$ cat config.mk
export PLATFORM = sky130hd
export DESIGN_NAME = mem_stage
export DESIGN_NICKNAME = d
export VERILOG_FILES = /design/src/rtl/mem_stage.sv
export SDC_FILE = /design/constraint.sdc
export NUM_CORES = 1
export LEC_CHECK = 0
export CAP_MARGIN = 15
export CORE_MARGIN = 10
export CORE_UTILIZATION = 46
export DETAILED_ROUTE_END_ITERATION = 8
export GPL_TIMING_DRIVEN = 0
export PLACE_DENSITY = 0.86
export SYNTH_ARGS = -nofsm -noshare
export SYNTH_HDL_FRONTEND = slang
export SYNTH_SLANG_ARGS = --single-unit
export TNS_END_PERCENT = 10
$ cat constraint.sdc
create_clock -name clk -period 4.4 [get_ports clk]
set_clock_uncertainty 0.2 [all_clocks]
set_input_delay 1.32 -clock clk [delete_from_list [all_inputs] [get_ports clk]]
set_output_delay 1.32 -clock clk [all_outputs]
set_load 0.02 [all_outputs]
$ cat src/rtl/mem_stage.sv
`timescale 1ns/1ps
// mem_stage: memory-access pipeline stage. Passes non-memory ALU results
// straight to a one-entry writeback register, and runs LW/SW through a
// request/acknowledge handshake that is aborted after TIMEOUT cycles.
module mem_stage #(
  parameter int TIMEOUT = 16
) (
  input  logic        clk,
  input  logic        rst,
  input  logic        in_valid,
  output logic        in_ready,
  input  logic [3:0]  opcode,
  input  logic [15:0] alu_out,
  input  logic [15:0] store_data,
  input  logic [3:0]  dst_reg,
  output logic        mem_req,
  output logic        mem_we,
  output logic [15:0] mem_addr,
  output logic [15:0] mem_wdata,
  input  logic        mem_ack,
  input  logic [15:0] mem_rdata,
  output logic        out_valid,
  input  logic        out_ready,
  output logic [15:0] wb_data,
  output logic [3:0]  wb_reg,
  output logic        wb_en,
  output logic        bus_err
);

  localparam int CW = (TIMEOUT > 1) ? $clog2(TIMEOUT) : 1;
  localparam logic [CW-1:0] CNT_LAST = CW'(TIMEOUT - 1);

  typedef enum logic [0:0] {
    ST_IDLE = 1'b0,
    ST_REQ  = 1'b1
  } state_t;

  // Register-file write enable implied by an opcode (stores, branches and
  // the remaining no-result opcodes do not write back).
  function automatic logic wb_en_of(input logic [3:0] op);
    logic en;
    case (op)
      4'b1001, 4'b1100, 4'b1101, 4'b1111: en = 1'b0;
      default:                            en = 1'b1;
    endcase
    return en;
  endfunction

  // LW and SW are the only opcodes that touch memory.
  function automatic logic is_mem_of(input logic [3:0] op);
    logic m;
    case (op)
      4'b1000, 4'b1001: m = 1'b1;
      default:          m = 1'b0;
    endcase
    return m;
  endfunction

  state_t         state_r, state_nxt;
  logic [CW-1:0]  cnt_r, cnt_nxt;
  logic [3:0]     dst_r;
  logic           out_valid_r;
  logic [15:0]    wb_data_r;
  logic [3:0]     wb_reg_r;
  logic           wb_en_r;
  logic           bus_err_r;
  logic           mem_we_r;
  logic [15:0]    mem_addr_r;
  logic [15:0]    mem_wdata_r;

  logic           accept_s;
  logic           drain_s;
  logic           start_s;
  logic           load_s;
  logic           timeout_s;
  logic [15:0]    ld_data_s;
  logic [3:0]     ld_reg_s;
  logic           ld_en_s;

  assign in_ready  = !rst && (state_r == ST_IDLE) && (!out_valid_r || out_ready);
  assign accept_s  = in_valid && in_ready;
  assign drain_s   = out_valid_r && out_ready;

  assign mem_req   = (state_r == ST_REQ);
  assign mem_we    = mem_we_r;
  assign mem_addr  = mem_addr_r;
  assign mem_wdata = mem_wdata_r;
  assign out_valid = out_valid_r;
  assign wb_data   = wb_data_r;
  assign wb_reg    = wb_reg_r;
  assign wb_en     = wb_en_r;
  assign bus_err   = bus_err_r;

  // Next-state, wait counter and output-register load selection.
  always_comb begin
    state_nxt = state_r;
    cnt_nxt   = cnt_r;
    start_s   = 1'b0;
    load_s    = 1'b0;
    timeout_s = 1'b0;
    ld_data_s = 16'h0000;
    ld_reg_s  = 4'h0;
    ld_en_s   = 1'b0;
    case (state_r)
      ST_IDLE: begin
        if (accept_s && is_mem_of(opcode)) begin
          state_nxt = ST_REQ;
          cnt_nxt   = '0;
          start_s   = 1'b1;
        end else if (accept_s) begin
          load_s    = 1'b1;
          ld_data_s = alu_out;
          ld_reg_s  = dst_reg;
          ld_en_s   = wb_en_of(opcode);
        end else begin
          state_nxt = ST_IDLE;
        end
      end
      ST_REQ: begin
        if (mem_ack) begin
          // Ack wins even on the final wait cycle.
          state_nxt = ST_IDLE;
          cnt_nxt   = '0;
          load_s    = 1'b1;
          ld_data_s = mem_we_r ? 16'h0000 : mem_rdata;
          ld_reg_s  = dst_r;
          ld_en_s   = !mem_we_r;
        end else if (cnt_r == CNT_LAST) begin
          state_nxt = ST_IDLE;
          cnt_nxt   = '0;
          load_s    = 1'b1;
          timeout_s = 1'b1;
          ld_data_s = 16'hFFFF;
          ld_reg_s  = dst_r;
          ld_en_s   = 1'b0;
        end else begin
          cnt_nxt   = cnt_r + CW'(1);
        end
      end
      default: begin
        state_nxt = ST_IDLE;
        cnt_nxt   = '0;
      end
    endcase
  end

  // State and wait-counter registers.
  always_ff @(posedge clk) begin
    if (rst) begin
      state_r <= ST_IDLE;
      cnt_r   <= '0;
    end else begin
      state_r <= state_nxt;
      cnt_r   <= cnt_nxt;
    end
  end

  // Memory request fields, latched at acceptance and held through REQ.
  always_ff @(posedge clk) begin
    if (rst) begin
      mem_we_r    <= 1'b0;
      mem_addr_r  <= 16'h0000;
      mem_wdata_r <= 16'h0000;
      dst_r       <= 4'h0;
    end else if (start_s) begin
      mem_we_r    <= (opcode == 4'b1001);
      mem_addr_r  <= alu_out & 16'hFFFE;
      mem_wdata_r <= store_data;
      dst_r       <= dst_reg;
    end else begin
      mem_we_r    <= mem_we_r;
      mem_addr_r  <= mem_addr_r;
      mem_wdata_r <= mem_wdata_r;
      dst_r       <= dst_r;
    end
  end

  // One-entry writeback register; a load the same edge as a drain keeps it full.
  always_ff @(posedge clk) begin
    if (rst) begin
      out_valid_r <= 1'b0;
      wb_data_r   <= 16'h0000;
      wb_reg_r    <= 4'h0;
      wb_en_r     <= 1'b0;
    end else if (load_s) begin
      out_valid_r <= 1'b1;
      wb_data_r   <= ld_data_s;
      wb_reg_r    <= ld_reg_s;
      wb_en_r     <= ld_en_s;
    end else if (drain_s) begin
      out_valid_r <= 1'b0;
    end else begin
      out_valid_r <= out_valid_r;
    end
  end

  // Sticky bus-error flag, set by a timed-out access.
  always_ff @(posedge clk) begin
    if (rst) begin
      bus_err_r <= 1'b0;
    end else if (timeout_s) begin
      bus_err_r <= 1'b1;
    end else begin
      bus_err_r <= bus_err_r;
    end
  end

endmodule
# == After elaboration in Yosys (flattened, before gate mapping) ==
# Index checks and enable logic that the tools add are counted.
# totals
ff_bits,64
latchBits,0
ram_bits,0
rom_bits,0
input_bits,61
out_inout_bits,58
wordCells,68
memories,0
# op_classes
n_addsub,1
mul,0
n_div,0
n_lt_le_gt_ge,0
n_eq_ne,7
shift,0
muxes,36
bitwise,1
n_reduce_logical,12
# op_table
operator,n
two-way mux 16 bit,5
case mux 16 bit (2 select lines),1
two-way mux 4 bit,7
"equality test 4 bit, second input constant",6
two-way mux 1 bit,18
case mux 4 bit (2 select lines),2
case mux 1 bit (2 select lines),3
logical AND 1 bit,5
"adder 4 x 1 -> 4 bit, second input constant",1
OR reduction 4 bit,1
logical NOT 1 bit,3
"!= test 2 x 1 -> 1 bit, second input constant",1
nonzero test 2 bit,1
OR reduction 2 bit,1
logical OR 1 bit,1
inverter 1 bit,1

# == Depth between registers and ports, before layout ==
# depth
ltp_word,8
depth_mapped,6
depth_no_buf,5

# == Worst setup path after synthesis ==
# OpenSTA, ideal clock, no wires.
# synth_path
kind,input-to-output
start,in rst
end,out in_ready
t_arrival_ns,1.963
required_time_ns,2.880
path_slack_ns,0.917
cell_stages,2
path_buffers,1
cell_sequence,buf_4 nor3_1
# synth_between
elab_chain_len,3
# synth_rtl
item,line,rtl
from (decl),9,"input logic rst,"
logical NOT 1 bit,80,assign in_ready = !rst && (state_r == ST_IDLE) && (!out_valid_r || out_ready);
logical AND 1 bit (2 in a row),80,
to (decl),11,"output logic in_ready,"
# Every way passes these cells.

# == Worst setup path after layout ==
# Same ends and word-level chain as after synthesis.

==> impl_results.md <==
* Buffer and inverter count on the worst path at 3
* Vias in the first global route at 2,862
* Synth warnings at 0
* RSZ-0062 raised after global routing: false
* Postcts setup bufs at 0
* Crit path cell chain: clkdlybuf4s50_1, buf_4, nor3_1, clkdlybuf4s50_1
* Area leader, netlist: dfxtp_1
* CTS resizes at 0
* PortBufs at 117
* Root Buffer: clkbuf_8
* Clk sinks at 64
* Syn avg cell area at 8.60 sq um
* Starting Density at 0.474
* Synth Area in Compound Gates at 0.252
* Layout cell share with drive strength beyond 1 at 0.129
* Clock Latency Late Sink at 0.34 ns
* Initial antenna violation count at 0
* Post-Syn Instances at 326
* Maximum vdd ir drop at 0.000198 V
* F_max at 234 MHz
* Status: finished clean
* IO Pins at 119
* Pwr/cell area at 306 nW/um^2
* First-pass GRT wire length at 14,900 um
* Routed vias/inst at 5.50
* DRT antenna net count at 0
* Setup TNS at 0 ns
* Largest family of logic cells by synthesized area: compound AO/OA/AOI/OAI gates
* Crit path time final at 4.28 ns
* Largest net degree at the start of global routing at 11
* Post-synth top flop: dfxtp_1
* Post-route DRC violation count at 0
* Clock transition at the registers of the reported paths at 0.07 ns
* Die H at 98.1 um
* Fin. Hold Viols at 0
* ANT cells at 0
* EDFF count, synth at 0
* Leakage at 1.44 nW
* WL per Instance at 17.9 um
* CTS tree: built
* Via Count at 2,938
* Arrival @ worst endpoint at 2.76 ns
* Register area share after synthesis at 0.457
* CP Class: input pin to output port
* Grt ovf at 0
* Count leader, synth: nand2_1
* # H-tree levels at 3
* Critical Path Sink Type: output port
* Xor/xnor share of the synthesized area at 0
* Data required, critical path at 2.88 ns
* Max cap viols at 0
* Layout Nets at 516
* Hold WC Path Type: register to register
* Synth area leaders: dfxtp_1, nand2_1, a21oi_1
* Final Util at 0.721
* Crit share post-route at 0.972
* Die Width at 98.1 um
* Worst Path Max Fanout at 10
* Drt first-iter violations at 166
* P&R area growth vs syn at 52.2%
* Core Rows at 28
* CP top delay family: buffers and inverters
* Fill count at 481
* Worst relative slew slack at 0.573
* Yosys reg bits at 64
* Mux contribution to synthesized area at 0.00357
* RePlAce Congestion at 0.895
* Top-area cell type share of the netlist area at 0.457
* Num CTS Buffers at 9
* Syn_nets at 388
* Std-Cell Core Area at 5920 sq um
* CP max-delay cell: clkdlybuf4s50_1
* Distinct cells, synth at 42
* CP max stage delay at 0.63 ns
* Post-Synth Simple-Gate Area at 0.192
* Hpwl dp at 7240 um
* Final setup vio count at 0
* Final WL at 9570 um
* Syn Std Cell Area at 2800 sq um
* Synth cell count leaders: nand2_1, dfxtp_1, a21oi_1, o211ai_1, nand3_1
* Min Hold Slack at 0.253 ns
* Ys async rst share at 0
* Worst Tran Pin Value at 0.640 ns
* Die area at 9620 sq um
* Clk buf depth at 2
* Critical path startpoint category: input pin
* Most Frequent Cell on Critical Path: clkdlybuf4s50_1
* Slew Limit Fails at 0
* Adder-cell area share of the yosys netlist at 0.00803
* DRT Pass-1 Iters at 5
* CTS Hold Bufs at 0
* GRT Util Overall at 0.191
==> kinds of logic (layout without fill, tap and decap cells) <==
group / after synthesis / after routing
fa+ha+maj: 2 / 2
mux: 1 / 1
simple gates: 118 / 118
compound gates: 107 / 107
buf+inv: 33 / 166
other cells: 1 / 1
flops: 64 / 64
==> tightest hold or removal path, delay by kind of cell (launching register included) <==
| family | cells | cell delay (ns) |
|---|---|---|
| compound gates | 1 | 0.05 |
| flops | 1 | 0.31 |
| simple gates | 1 | 0.05 |
==> metrics by stage <==
| step | total power, W | std cells | instance area, sq um | setup slack [ns] |
|---|---|---|---|---|
| floorplan | 0.000696 | 326 | 2800 | 0.917 |
| global placement | 0.000803 | 518 | 4070 | 0.115 |
| finish | 0.00131 | 534 | 4270 | 0.122 |
| detailed placement | 0.000807 | 518 | 4070 | 0.116 |
| CTS | 0.00131 | 534 | 4270 | 0.114 |
| global route | 0.00135 | 534 | 4270 | 0.0293 |
==> final cells by class <==
cell class / count / area, sq um / area share
multi-input combinational: 229 / 1280 / 0.300
inverter: 5 / 18.8 / 0.00440
clock inverter: 3 / 40.0 / 0.00938
tap: 75 / 93.8 / 0.0220
sequential: 64 / 1280 / 0.300
buffer: 28 / 223 / 0.0522
timing repair buffer: 117 / 1170 / 0.274
clock buffer: 13 / 159 / 0.0372
==> metal layers <==
layer / wire length [um] / up-vias / GRT usage
li1: - / 1412 / -
met1: 3910 / 1359 / 0.221
met2: 4410 / 145 / 0.300
met3: 1000 / 22 / 0.0740
met4: 253 / 0 / 0.0951
met5: 0 / - / 0
==> placed cells by master, fill, tap and decap left out, drive strengths merged, types with 9 or more instances in the layout <==
master,n
clkbuf,21
o211ai,20
nand3,19
buf,20
a31oi,16
nand2,75
a21oi,57
nor2,9
clkdlybuf4s50,117
dfxtp,64
==> power breakdown <==
| part | switching, W | internal, W | leakage, nW |
|---|---|---|---|
| clock | 0.000222 | 0.000291 | 0.103 |
| sequential | 0.00000889 | 0.000595 | 0.519 |
| combinational | 0.0000898 | 0.000101 | 0.821 |
| total | 0.000321 | 0.000987 | 1.44 |
==> final timing paths <==
path	depth (start not counted)	end	slack [ns]	from
max	4	in_ready	0.12	rst
min	2	mem_wdata[5]	0.25	mem_wdata[5]
max reg2reg	6	wb_data[8]	2.58	cnt_r[0]
min reg2reg	2	mem_wdata[5]	0.25	mem_wdata[5]
(Power assumes the default switching activity.)
